`src/rtl/issue_queue_sched_ctrl.sv`:
```
// rtl/issue_queue_sched_ctrl.sv - issue-queue bank controller: allocation, wakeup, select handshakes
module issue_queue_sched_ctrl #(
    parameter int EntryCount = 4,
    parameter int EnqWidth   = 2,
    parameter int SelWidth   = 2,
    parameter int WakeWidth  = 2,
    parameter int TagWidth   = 6
) (
    input  logic                                       clk,
    input  logic                                       rst,
    input  logic                                       flush_i,
    input  logic [EnqWidth-1:0]                        enq_valid_i,
    output logic [EnqWidth-1:0]                        enq_ready_o,
    input  logic [EnqWidth*2*TagWidth-1:0]             enq_src_tag_i,
    input  logic [EnqWidth*2-1:0]                      enq_src_rdy_i,
    input  logic [EnqWidth*TagWidth-1:0]               enq_dst_tag_i,
    input  logic [WakeWidth-1:0]                       wake_valid_i,
    input  logic [WakeWidth*TagWidth-1:0]              wake_tag_i,
    output logic [EnqWidth-1:0]                        age_enq_fire_o,
    output logic [EnqWidth*EntryCount-1:0]             age_enq_mask_o,
    output logic                                       age_deq_fire_o,
    output logic [EntryCount-1:0]                      age_deq_mask_o,
    output logic [EntryCount-1:0]                      age_sel_mask_o,
    output logic [EntryCount-1:0]                      age_entry_vld_o,
    input  logic [SelWidth*EntryCount-1:0]             age_result_mask_i,
    output logic [SelWidth-1:0]                        iss_valid_o,
    input  logic [SelWidth-1:0]                        iss_ready_i,
    output logic [SelWidth*TagWidth-1:0]               iss_dst_tag_o,
    output logic [SelWidth*$clog2(EntryCount)-1:0]     iss_entry_idx_o,
    output logic [$clog2(EntryCount+1)-1:0]            occupancy_o
);

    localparam int IdxW = $clog2(EntryCount);
    localparam int OccW = $clog2(EntryCount+1);

    logic [EntryCount-1:0]                    valid_q, valid_d;
    logic [EntryCount-1:0][1:0]               src_rdy_q, src_rdy_d;
    logic [EntryCount-1:0][1:0][TagWidth-1:0] src_tag_q, src_tag_d;
    logic [EntryCount-1:0][TagWidth-1:0]      dst_tag_q, dst_tag_d;
    logic [OccW-1:0]                          occupancy_q, occupancy_d;

    logic [OccW-1:0]                          free_cnt;
    logic [EntryCount-1:0]                    avail;
    logic                                     prev_ok;
    logic                                     found;
    logic [EnqWidth-1:0]                      enq_ready;
    logic [EnqWidth-1:0]                      enq_fire;
    logic [EnqWidth-1:0][EntryCount-1:0]      lane_mask;
    logic [SelWidth-1:0][TagWidth-1:0]        iss_tag;
    logic [SelWidth-1:0][IdxW-1:0]            iss_idx;
    logic [SelWidth-1:0]                      iss_valid;
    logic [EntryCount-1:0]                    deq_mask;
    logic [EntryCount-1:0]                    grant;

    function automatic logic wake_hit(input logic [TagWidth-1:0]           tag,
                                      input logic [WakeWidth-1:0]          wv,
                                      input logic [WakeWidth*TagWidth-1:0] wt);
        logic hit;
        hit = 1'b0;
        for (int w = 0; w < WakeWidth; w++) begin
            if (wv[w] && (wt[w*TagWidth +: TagWidth] == tag)) hit = 1'b1;
        end
        return hit;
    endfunction

    // Lanes are served in order from the lowest free entries; a non-requesting lane skips nothing.
    always_comb begin
        free_cnt  = '0;
        avail     = ~valid_q;
        prev_ok   = 1'b1;
        found     = 1'b0;
        enq_ready = '0;
        enq_fire  = '0;
        lane_mask = '0;
        for (int e = 0; e < EntryCount; e++) begin
            free_cnt = free_cnt + {{(OccW-1){1'b0}}, ~valid_q[e]};
        end
        for (int j = 0; j < EnqWidth; j++) begin
            enq_ready[j] = (32'(free_cnt) > j) && !flush_i && !rst;
            enq_fire[j]  = enq_valid_i[j] && enq_ready[j] && prev_ok;
            prev_ok      = enq_fire[j] || !enq_valid_i[j];
            found        = 1'b0;
            if (enq_fire[j]) begin
                for (int e = 0; e < EntryCount; e++) begin
                    if (avail[e] && !found) begin
                        lane_mask[j][e] = 1'b1;
                        found           = 1'b1;
                    end
                end
            end
            avail = avail & ~lane_mask[j];
        end
    end

    // Grants are assumed disjoint, so OR-muxing the stored tag and index is exact.
    always_comb begin
        iss_tag   = '0;
        iss_idx   = '0;
        iss_valid = '0;
        deq_mask  = '0;
        grant     = '0;
        for (int p = 0; p < SelWidth; p++) begin
            grant        = age_result_mask_i[p*EntryCount +: EntryCount];
            iss_valid[p] = |grant;
            for (int e = 0; e < EntryCount; e++) begin
                if (grant[e]) begin
                    iss_tag[p] = iss_tag[p] | dst_tag_q[e];
                    iss_idx[p] = iss_idx[p] | IdxW'(e);
                end
            end
            if (iss_valid[p] && iss_ready_i[p]) deq_mask = deq_mask | grant;
        end
    end

    always_comb begin
        valid_d     = valid_q & ~deq_mask;
        src_rdy_d   = src_rdy_q;
        src_tag_d   = src_tag_q;
        dst_tag_d   = dst_tag_q;
        occupancy_d = '0;
        for (int e = 0; e < EntryCount; e++) begin
            for (int s = 0; s < 2; s++) begin
                if (valid_q[e] && wake_hit(src_tag_q[e][s], wake_valid_i, wake_tag_i))
                    src_rdy_d[e][s] = 1'b1;
            end
        end
        for (int j = 0; j < EnqWidth; j++) begin
            for (int e = 0; e < EntryCount; e++) begin
                if (lane_mask[j][e]) begin
                    valid_d[e]   = 1'b1;
                    dst_tag_d[e] = enq_dst_tag_i[j*TagWidth +: TagWidth];
                    for (int s = 0; s < 2; s++) begin
                        src_tag_d[e][s] = enq_src_tag_i[(j*2+s)*TagWidth +: TagWidth];
                        src_rdy_d[e][s] = enq_src_rdy_i[j*2+s] ||
                            wake_hit(enq_src_tag_i[(j*2+s)*TagWidth +: TagWidth],
                                     wake_valid_i, wake_tag_i);
                    end
                end
            end
        end
        if (flush_i) valid_d = '0;
        for (int e = 0; e < EntryCount; e++) begin
            occupancy_d = occupancy_d + {{(OccW-1){1'b0}}, valid_d[e]};
        end
    end

    always_ff @(posedge clk) begin
        if (rst) begin
            valid_q     <= '0;
            src_rdy_q   <= '0;
            occupancy_q <= '0;
        end else begin
            valid_q     <= valid_d;
            src_rdy_q   <= src_rdy_d;
            occupancy_q <= occupancy_d;
        end
    end

    always_ff @(posedge clk) begin
        src_tag_q <= src_tag_d;
        dst_tag_q <= dst_tag_d;
    end

    always_comb begin
        age_sel_mask_o = '0;
        for (int e = 0; e < EntryCount; e++) begin
            age_sel_mask_o[e] = valid_q[e] & src_rdy_q[e][0] & src_rdy_q[e][1];
        end
    end

    assign enq_ready_o     = enq_ready;
    assign age_enq_fire_o  = enq_fire;
    assign age_enq_mask_o  = lane_mask;
    assign age_deq_mask_o  = deq_mask;
    assign age_deq_fire_o  = |deq_mask;
    assign age_entry_vld_o = valid_q;
    assign iss_valid_o     = iss_valid;
    assign iss_dst_tag_o   = iss_tag;
    assign iss_entry_idx_o = iss_idx;
    assign occupancy_o     = occupancy_q;

endmodule
```
`config.mk`:
```
export PLATFORM = sky130hd
export DESIGN_NAME = issue_queue_sched_ctrl
export DESIGN_NICKNAME = d
export VERILOG_FILES = /design/src/rtl/issue_queue_sched_ctrl.sv
export SDC_FILE = /design/constraint.sdc
export NUM_CORES = 1
export LEC_CHECK = 0
export CORE_UTILIZATION = 54
export DETAILED_ROUTE_END_ITERATION = 6
export PLACE_DENSITY = 0.82
export SYNTH_ARGS = -nofsm -noshare
export SYNTH_HDL_FRONTEND = slang
export SYNTH_SLANG_ARGS = --single-unit
```
`constraint.sdc`:
```
create_clock -name clk -period 4.7 [get_ports clk]
set_input_delay 0.94 -clock clk [delete_from_list [all_inputs] [get_ports clk]]
set_output_delay 0.94 -clock clk [all_outputs]
set_load 0.01 [all_outputs]
```
==> results of run 1 <==
## power groups by stage
stage	Combinational, mW	Clock [mW]	Sequential [mW]
after floorplan	0.190	0	0.872
after global placement	0.338	0	0.873
after detailed placement	0.348	0	0.874
after CTS	0.351	0.714	0.857
after global routing	0.379	0.744	0.858
final	0.356	0.717	0.858
## registers in the layout, indices dropped and copies added, names as in the netlist
signal,count
age_entry_vld_o,4
src_rdy_q,8
src_tag_q,48
occupancy_o,3
dst_tag_q,24
## logic make-up after synthesis
logic type	after synthesis	synth area share, %
multiplexers	54	10.2
buffers and inverters	62	4.56
XOR/XNOR	144	20.0
AO/OA/AOI/OAI	74	8.91
adder cells (fa/ha/maj)	10	2.22
AND/OR/NAND/NOR	183	15.1
flip-flops	87	39.0
## cell type report
type                    count  share of cell area (%)
multi-input cells         465                    45.5
repair buffers            130                    16.1
well taps                 143                    2.28
inverters                  22                    1.05
flip-flops and latches     87                    31.4
clock inverters             6                   0.781
clock buffers              10                    2.92
## metal layers
metal	routed length (µm)	track usage, %	part of all wire (%)
met1	7770	44.1	40
met2	9250	54.4	48
met3	1930	4.35	9.9
met4	484	13.0	2.5
met5	0	0	0
## synth_stat cells (all sizes together), types with 9 or more instances
cell / n / area (µm²)
or2: 9 / 56.3
nor4: 23 / 159
buf: 22 / 138
xnor2: 64 / 561
nand2: 73 / 274
nor3: 13 / 65.1
mux2: 54 / 642
dfxtp: 15 / 300
edfxtp: 72 / 2160
nand4: 18 / 113
xor2: 80 / 701
clkbuf: 18 / 67.6
a22oi: 26 / 195
inv: 22 / 82.6
nor2: 17 / 63.8
## through the flow
step	setup slack [ns]	std cells
2_1_floorplan	0.497	614
3_3_place_gp	0.317	847
3_5_place_dp	0.282	847
4_1_cts	0.0894	863
5_1_grt	0.00993	863
6_report	0.128	863
## critical path, delay by kind of cell (launching register included)
family                   cells  cell delay (ns)
adder cells (fa/ha/maj)      3             1.05
AO/OA/AOI/OAI                1             0.29
flip-flops                   1             0.34
buffers and inverters        4             0.69
AND/OR/NAND/NOR              3             0.90
## path summary, 6_finish.rpt
check	end	slack (ns)
setup reg to reg	occupancy_o[1]	0.57
setup / recovery	age_enq_mask_o[7]	0.13
hold reg to reg	src_rdy_q[6]	0.48
hold / removal	src_rdy_q[6]	0.48
==> flow_metrics.py, run 1 <==
metrics = {
    "run_status": {
        "status": "finished, final reports clean",
    },
    "clock_tree": {
        "cts_tree": "built",
        "cts_max_path_buffers": 2,
        "hold_buffers": 0,
        "root_buffer": "clkbuf_16",
        "cts_post_setup_buffers_inserted": 0,
        "numCtsBuffers": 9,
        "clk_pin_slew_ns": 0.06,
        "insertion_delay_ns": 0.34,
        "cts-resized-gates": 1,
        "cts_sinks": 87,
        "htree_num_levels": 3,
    },
    "global_routing": {
        "grt_usage_pct": 33.0,
        "grt_pass1_wl_um": 29300,
        "grt_pass1_vias": 5300,
        "overflow": 0,
        "antenna_found_initial": 0,
        "grt_start_max_net_pins": 21,
    },
    "synth": {
        "ys_seq_elements": 87,
        "yosys_warnings": 0,
        "synth_area_um2": 6310,
        "synthCells": 614,
        "synthFlopType": "edfxtp_1",
        "synth-edff-count": 72,
        "avgSynthCellArea_um2": 10.3,
        "async_flop_share_pct": 0,
        "ys_types": 58,
        "seq_area_frac_synth_pct": 39.0,
        "syn_nets": 693,
    },
    "die": {
        "fp.coreArea_um2": 11400,
        "initial_core_util_pct": 55.2,
        "io_pins": 115,
        "die_area_um2": 12100,
        "dieHeight_um": 110,
        "rows": 39,
        "die_x_um": 110,
    },
    "power_and_ir_drop": {
        "pwr-share-comb_pct": 18.4,
        "p_int_mw": 1.43,
        "power_density_nw_per_um2": 246,
        "p_clk_share_pct": 37.1,
        "p_sw_share_pct": 25.9,
        "p_leak_nw": 2.89,
        "p_seq_share_pct": 44.4,
        "p_switching_uw": 500,
        "max-vdd-ir-drop_v": 0.000153,
        "p_total_mw": 1.93,
    },
    "sta": {
        "layout_min_cycle_time_ns": 4.57,
        "fmax_mhz": 219,
        "hold_viol": 0,
        "fin_crit_sh_pct": 97.3,
        "fin_skew_ns": 0.00370,
        "fin_tns_setup_ns": 0,
        "rsz0062_at_grt": "false",
        "tightest_slew_ns": 1.05,
        "drv_slew": 0,
        "setup_violations": 0,
        "slew_headroom_pct": 29.5,
        "fin_hold_ws_ns": 0.483,
    },
    "worst_setup_path": {
        "crit_required_ns": 3.76,
        "cpMostUsedCell": "inv_1",
        "critPathKind": "flop to output port",
        "critPathArrivalTime_ns": 3.63,
        "r2r-start": "age_entry_vld_o[0]",
        "end_kind": "output port",
        "cpPeakStageDelay_ns": 0.54,
        "worst_path_max_delay_cell": "fa_1",
        "reg2regPathDepth": 15,
        "start_kind": "flop",
        "startpoint": "age_entry_vld_o[0]",
        "cp_cell_sequence": "inv_1 > fa_1 > ha_1 > inv_1 > ha_1 > or3_1 > a31oi_2 > or3_4 > or2_1 > inv_1 > clkdlybuf4s50_1",
        "cp_max_fo": 7,
    },
    "drt": {
        "vias": 5379,
        "drc_errors": 0,
        "post_drt_wl_per_cell_um": 22.5,
        "drt_iter0_markers": 589,
        "vias_per_cell": 6.23,
        "totalWireLength_um": 19400,
        "first_pass_iters": 5,
        "antenna_left": 0,
    },
    "final_layout": {
        "final_cell_mix": "clkdlybuf4s50_1 (114), xor2_1 (80), nand2_1 (73), edfxtp_1 (72), xnor2_1 (64)",
        "nNetsFinal": 794,
        "diodes": 0,
        "final_core_util_pct": 68.7,
        "mostFrequentLayoutCell": "clkdlybuf4s50_1",
        "syn_to_final_growth_pct": 24.4,
        "drive_above_1_share_pct": 14.7,
        "multi_input_area_um2": 3570,
        "seqCellArea_um2": 2460,
        "fillers": 853,
        "stdcell_area_um2": 7850,
    },
    "hold_path": {
        "worstHoldPathCells": 2,
        "hold_class": "flop to flop",
        "worst_hold_startpoint": "src_rdy_q[6]",
    },
    "placed_design": {
        "globalplace.congestion": 0.895,
        "postPlaceCellArea_um2": 7540,
        "place_hpwl_um": 13500,
        "portBuffers": 114,
    },
    "flow_run": {
        "maxCapViolCount": 0,
    },
}
No activity file was read; power rests on OpenSTA's default activity.
==> run 2, diff against run 1 <==
--- a/config.mk
+++ b/config.mk
@@ -5,9 +5,11 @@
 export SDC_FILE = /design/constraint.sdc
 export NUM_CORES = 1
 export LEC_CHECK = 0
-export CORE_UTILIZATION = 54
+export CELL_PAD_IN_SITES_DETAIL_PLACEMENT = 0
+export CELL_PAD_IN_SITES_GLOBAL_PLACEMENT = 2
+export CORE_UTILIZATION = 34
 export DETAILED_ROUTE_END_ITERATION = 6
-export PLACE_DENSITY = 0.82
+export PLACE_DENSITY_LB_ADDON = 0.1
 export SYNTH_ARGS = -nofsm -noshare
 export SYNTH_HDL_FRONTEND = slang
 export SYNTH_SLANG_ARGS = --single-unit
==> run 2 against run 1 <==
Effect of this change: the run now ends with design-rule violations left; die area up 58%; first-iteration DRC count is 40% lower; register-to-register slack got worse by 0.04 ns; via count fell by 3.0%; design area up 3.4%; count of clock-buffer cells in the layout unchanged; clock skew rose by 0.0055 ns; final cell count up 12%; sequential power is essentially flat; global-route usage is 9.1 points lower; largest power group unchanged; highest routed layer unchanged.
==> flow_metrics.py, run 2 (synthesis results as in run 1) <==
metrics = {
    "final_layout": {
        "stdcell_area_um2": 8120,
        "seqCellArea_um2": 2460,
        "diodes": 0,
        "top_register": "src_tag_q",
        "mostFrequentLayoutCell": "clkdlybuf4s50_1",
        "multi_input_area_um2": 3580,
        "syn_to_final_growth_pct": 28.7,
        "instances_no_fill": 969,
        "largestRegisters": "src_tag_q x48, dst_tag_q x24, src_rdy_q x8",
        "drive_above_1_share_pct": 17.3,
        "final_cell_mix": "clkdlybuf4s50_1 (114), xor2_1 (80), nand2_1 (73), edfxtp_1 (72), xnor2_1 (64)",
        "nNetsFinal": 814,
        "fillers": 1696,
        "largest_reg_flops": 48,
    },
    "sta": {
        "fin_skew_ns": 0.00925,
        "fin_tns_setup_ns": 0,
        "layout_min_cycle_time_ns": 4.49,
        "fmax_mhz": 223,
        "setup_violations": 0,
        "finalWorstSetupSlack_ns": 0.209,
        "rsz0062_at_grt": "false",
        "hold_viol": 0,
        "fin_crit_sh_pct": 95.5,
        "drv_slew": 0,
        "tightest_slew_ns": 0.823,
        "slew_headroom_pct": 44.6,
    },
    "worst_setup_path": {
        "reg2reg_to": "occupancy_o[1]",
        "start_kind": "flop",
        "critPathKind": "flop to output port",
        "reg2regPathDepth": 16,
        "ff2ff_setup_slack_ns": 0.53,
        "end_kind": "output port",
        "crit_required_ns": 3.76,
        "r2r-start": "age_entry_vld_o[0]",
        "critPathArrivalTime_ns": 3.55,
        "cp_max_fo": 6,
    },
    "die": {
        "io_pins": 115,
        "die_area_um2": 19100,
        "die_x_um": 138,
        "dieHeight_um": 138,
        "fp.coreArea_um2": 18100,
        "initial_core_util_pct": 34.9,
        "rows": 49,
    },
    "hold_path": {
        "worst_hold_startpoint": "src_rdy_q[5]",
        "worstHoldPathCells": 2,
        "min_to": "src_rdy_q[5]",
        "hold_class": "flop to flop",
    },
    "clock_tree": {
        "hold_buffers": 0,
        "cts_max_path_buffers": 2,
        "insertion_delay_ns": 0.36,
        "cts_tree": "built",
        "root_buffer": "clkbuf_16",
        "numCtsBuffers": 9,
        "cts_sinks": 87,
        "clk_pin_slew_ns": 0.07,
        "htree_num_levels": 3,
    },
    "placed_design": {
        "postPlaceCellArea_um2": 7800,
        "place_ws_ns": 0.277,
        "globalplace.congestion": 0.861,
        "dp.cells": 953,
        "place_hpwl_um": 16200,
        "portBuffers": 114,
    },
    "drt": {
        "vias": 5215,
        "drt_iter0_markers": 353,
        "drc_errors": 7,
        "first_pass_iters": 7,
        "antenna_left": 0,
        "totalWireLength_um": 22300,
        "vias_per_cell": 5.38,
        "post_drt_wl_per_cell_um": 23.1,
    },
    "global_routing": {
        "grt_start_max_net_pins": 21,
        "top_usage_layer": "met2",
        "antenna_found_initial": 0,
        "use_met1_pct": 32.2,
        "grt_use_met3_pct": 3.71,
        "gr-usage-met2_pct": 39.4,
        "grt_pass1_vias": 5435,
        "grt_usage_pct": 23.9,
        "grt_pass1_wl_um": 33700,
        "overflow": 0,
    },
    "power_and_ir_drop": {
        "max-vdd-ir-drop_v": 0.000190,
        "power_density_nw_per_um2": 243,
        "p_total_mw": 1.98,
        "p_leak_nw": 3.00,
    },
    "run_status": {
        "status": "finished, violations left",
        "violations": "design-rule violations",
    },
    "flow_run": {
        "maxCapViolCount": 0,
    },
}
run 2: cell types whose count changed in the layout (fill, tap and decap cells not counted), sizes merged:
cell	before	now
inv	22	24
buf	16	36
clkinvlp	3	1
run 2: cell type report:
class	instances	share of cell area, %
Sequential cell	87	30.3
Clock buffer	10	2.82
Clock inverter	6	0.848
Inverter	22	1.02
Timing Repair Buffer	150	17.4
Tap cell	229	3.53
Multi-Input combinational cell	465	44.1
run 2: worst max path at each step:
stage / start / to / slack [ns] / depth (start not counted)
finish: age_entry_vld_o[0] / age_enq_mask_o[7] / 0.21 / 11
global route: age_entry_vld_o[0] / age_enq_mask_o[7] / 0.007 / 11
CTS: age_entry_vld_o[0] / age_enq_mask_o[7] / 0.008 / 11
detailed placement: rst / age_enq_mask_o[7] / 0.28 / 7
global placement: flush_i / age_enq_mask_o[7] / 0.32 / 7
floorplan: age_entry_vld_o[0] / occupancy_o[1] / 0.50 / 19
run 2: critical path, stage by stage, from the launching register on:
cell and delay [ns]:
dfxtp_1 0.34, inv_1 0.09, fa_1 0.54, ha_1 0.16, inv_1 0.06, ha_1 0.32, or3_1 0.24, a21oi_1 0.14
or3_4 0.42, or2_4 0.29, inv_1 0.07, clkdlybuf4s50_1 0.52
run 2: stage by stage:
| stage | util (%) | hold WS, ns |
|---|---|---|
| after floorplan | - | 0.446 |
| after global placement | 43.2 | 0.462 |
| after detailed placement | 43.2 | 0.473 |
| after CTS | 44.8 | 0.484 |
| after global routing | 44.9 | 0.513 |
| final | 44.9 | 0.477 |
run 2: power breakdown:
part	leakage, nW	switching, mW	total (mW)	internal [mW]
combinational	2.08	0.194	0.375	0.181
sequential	0.774	0.00818	0.856	0.848
clock	0.143	0.328	0.744	0.416
run 2: repair_timing:
item | 4_1_cts | 5_1_grt
endpoints found under the setup margin | 0 | 3
setup buffers | 0 | 0
gates resized for setup | 0 | 4
run 2: per-layer routing:
layer | wire, µm | share of wire (%)
met2 | 10600 | 47
met3 | 1060 | 4.7
met1 | 10200 | 46
met5 | 0 | 0
met4 | 461 | 2.1
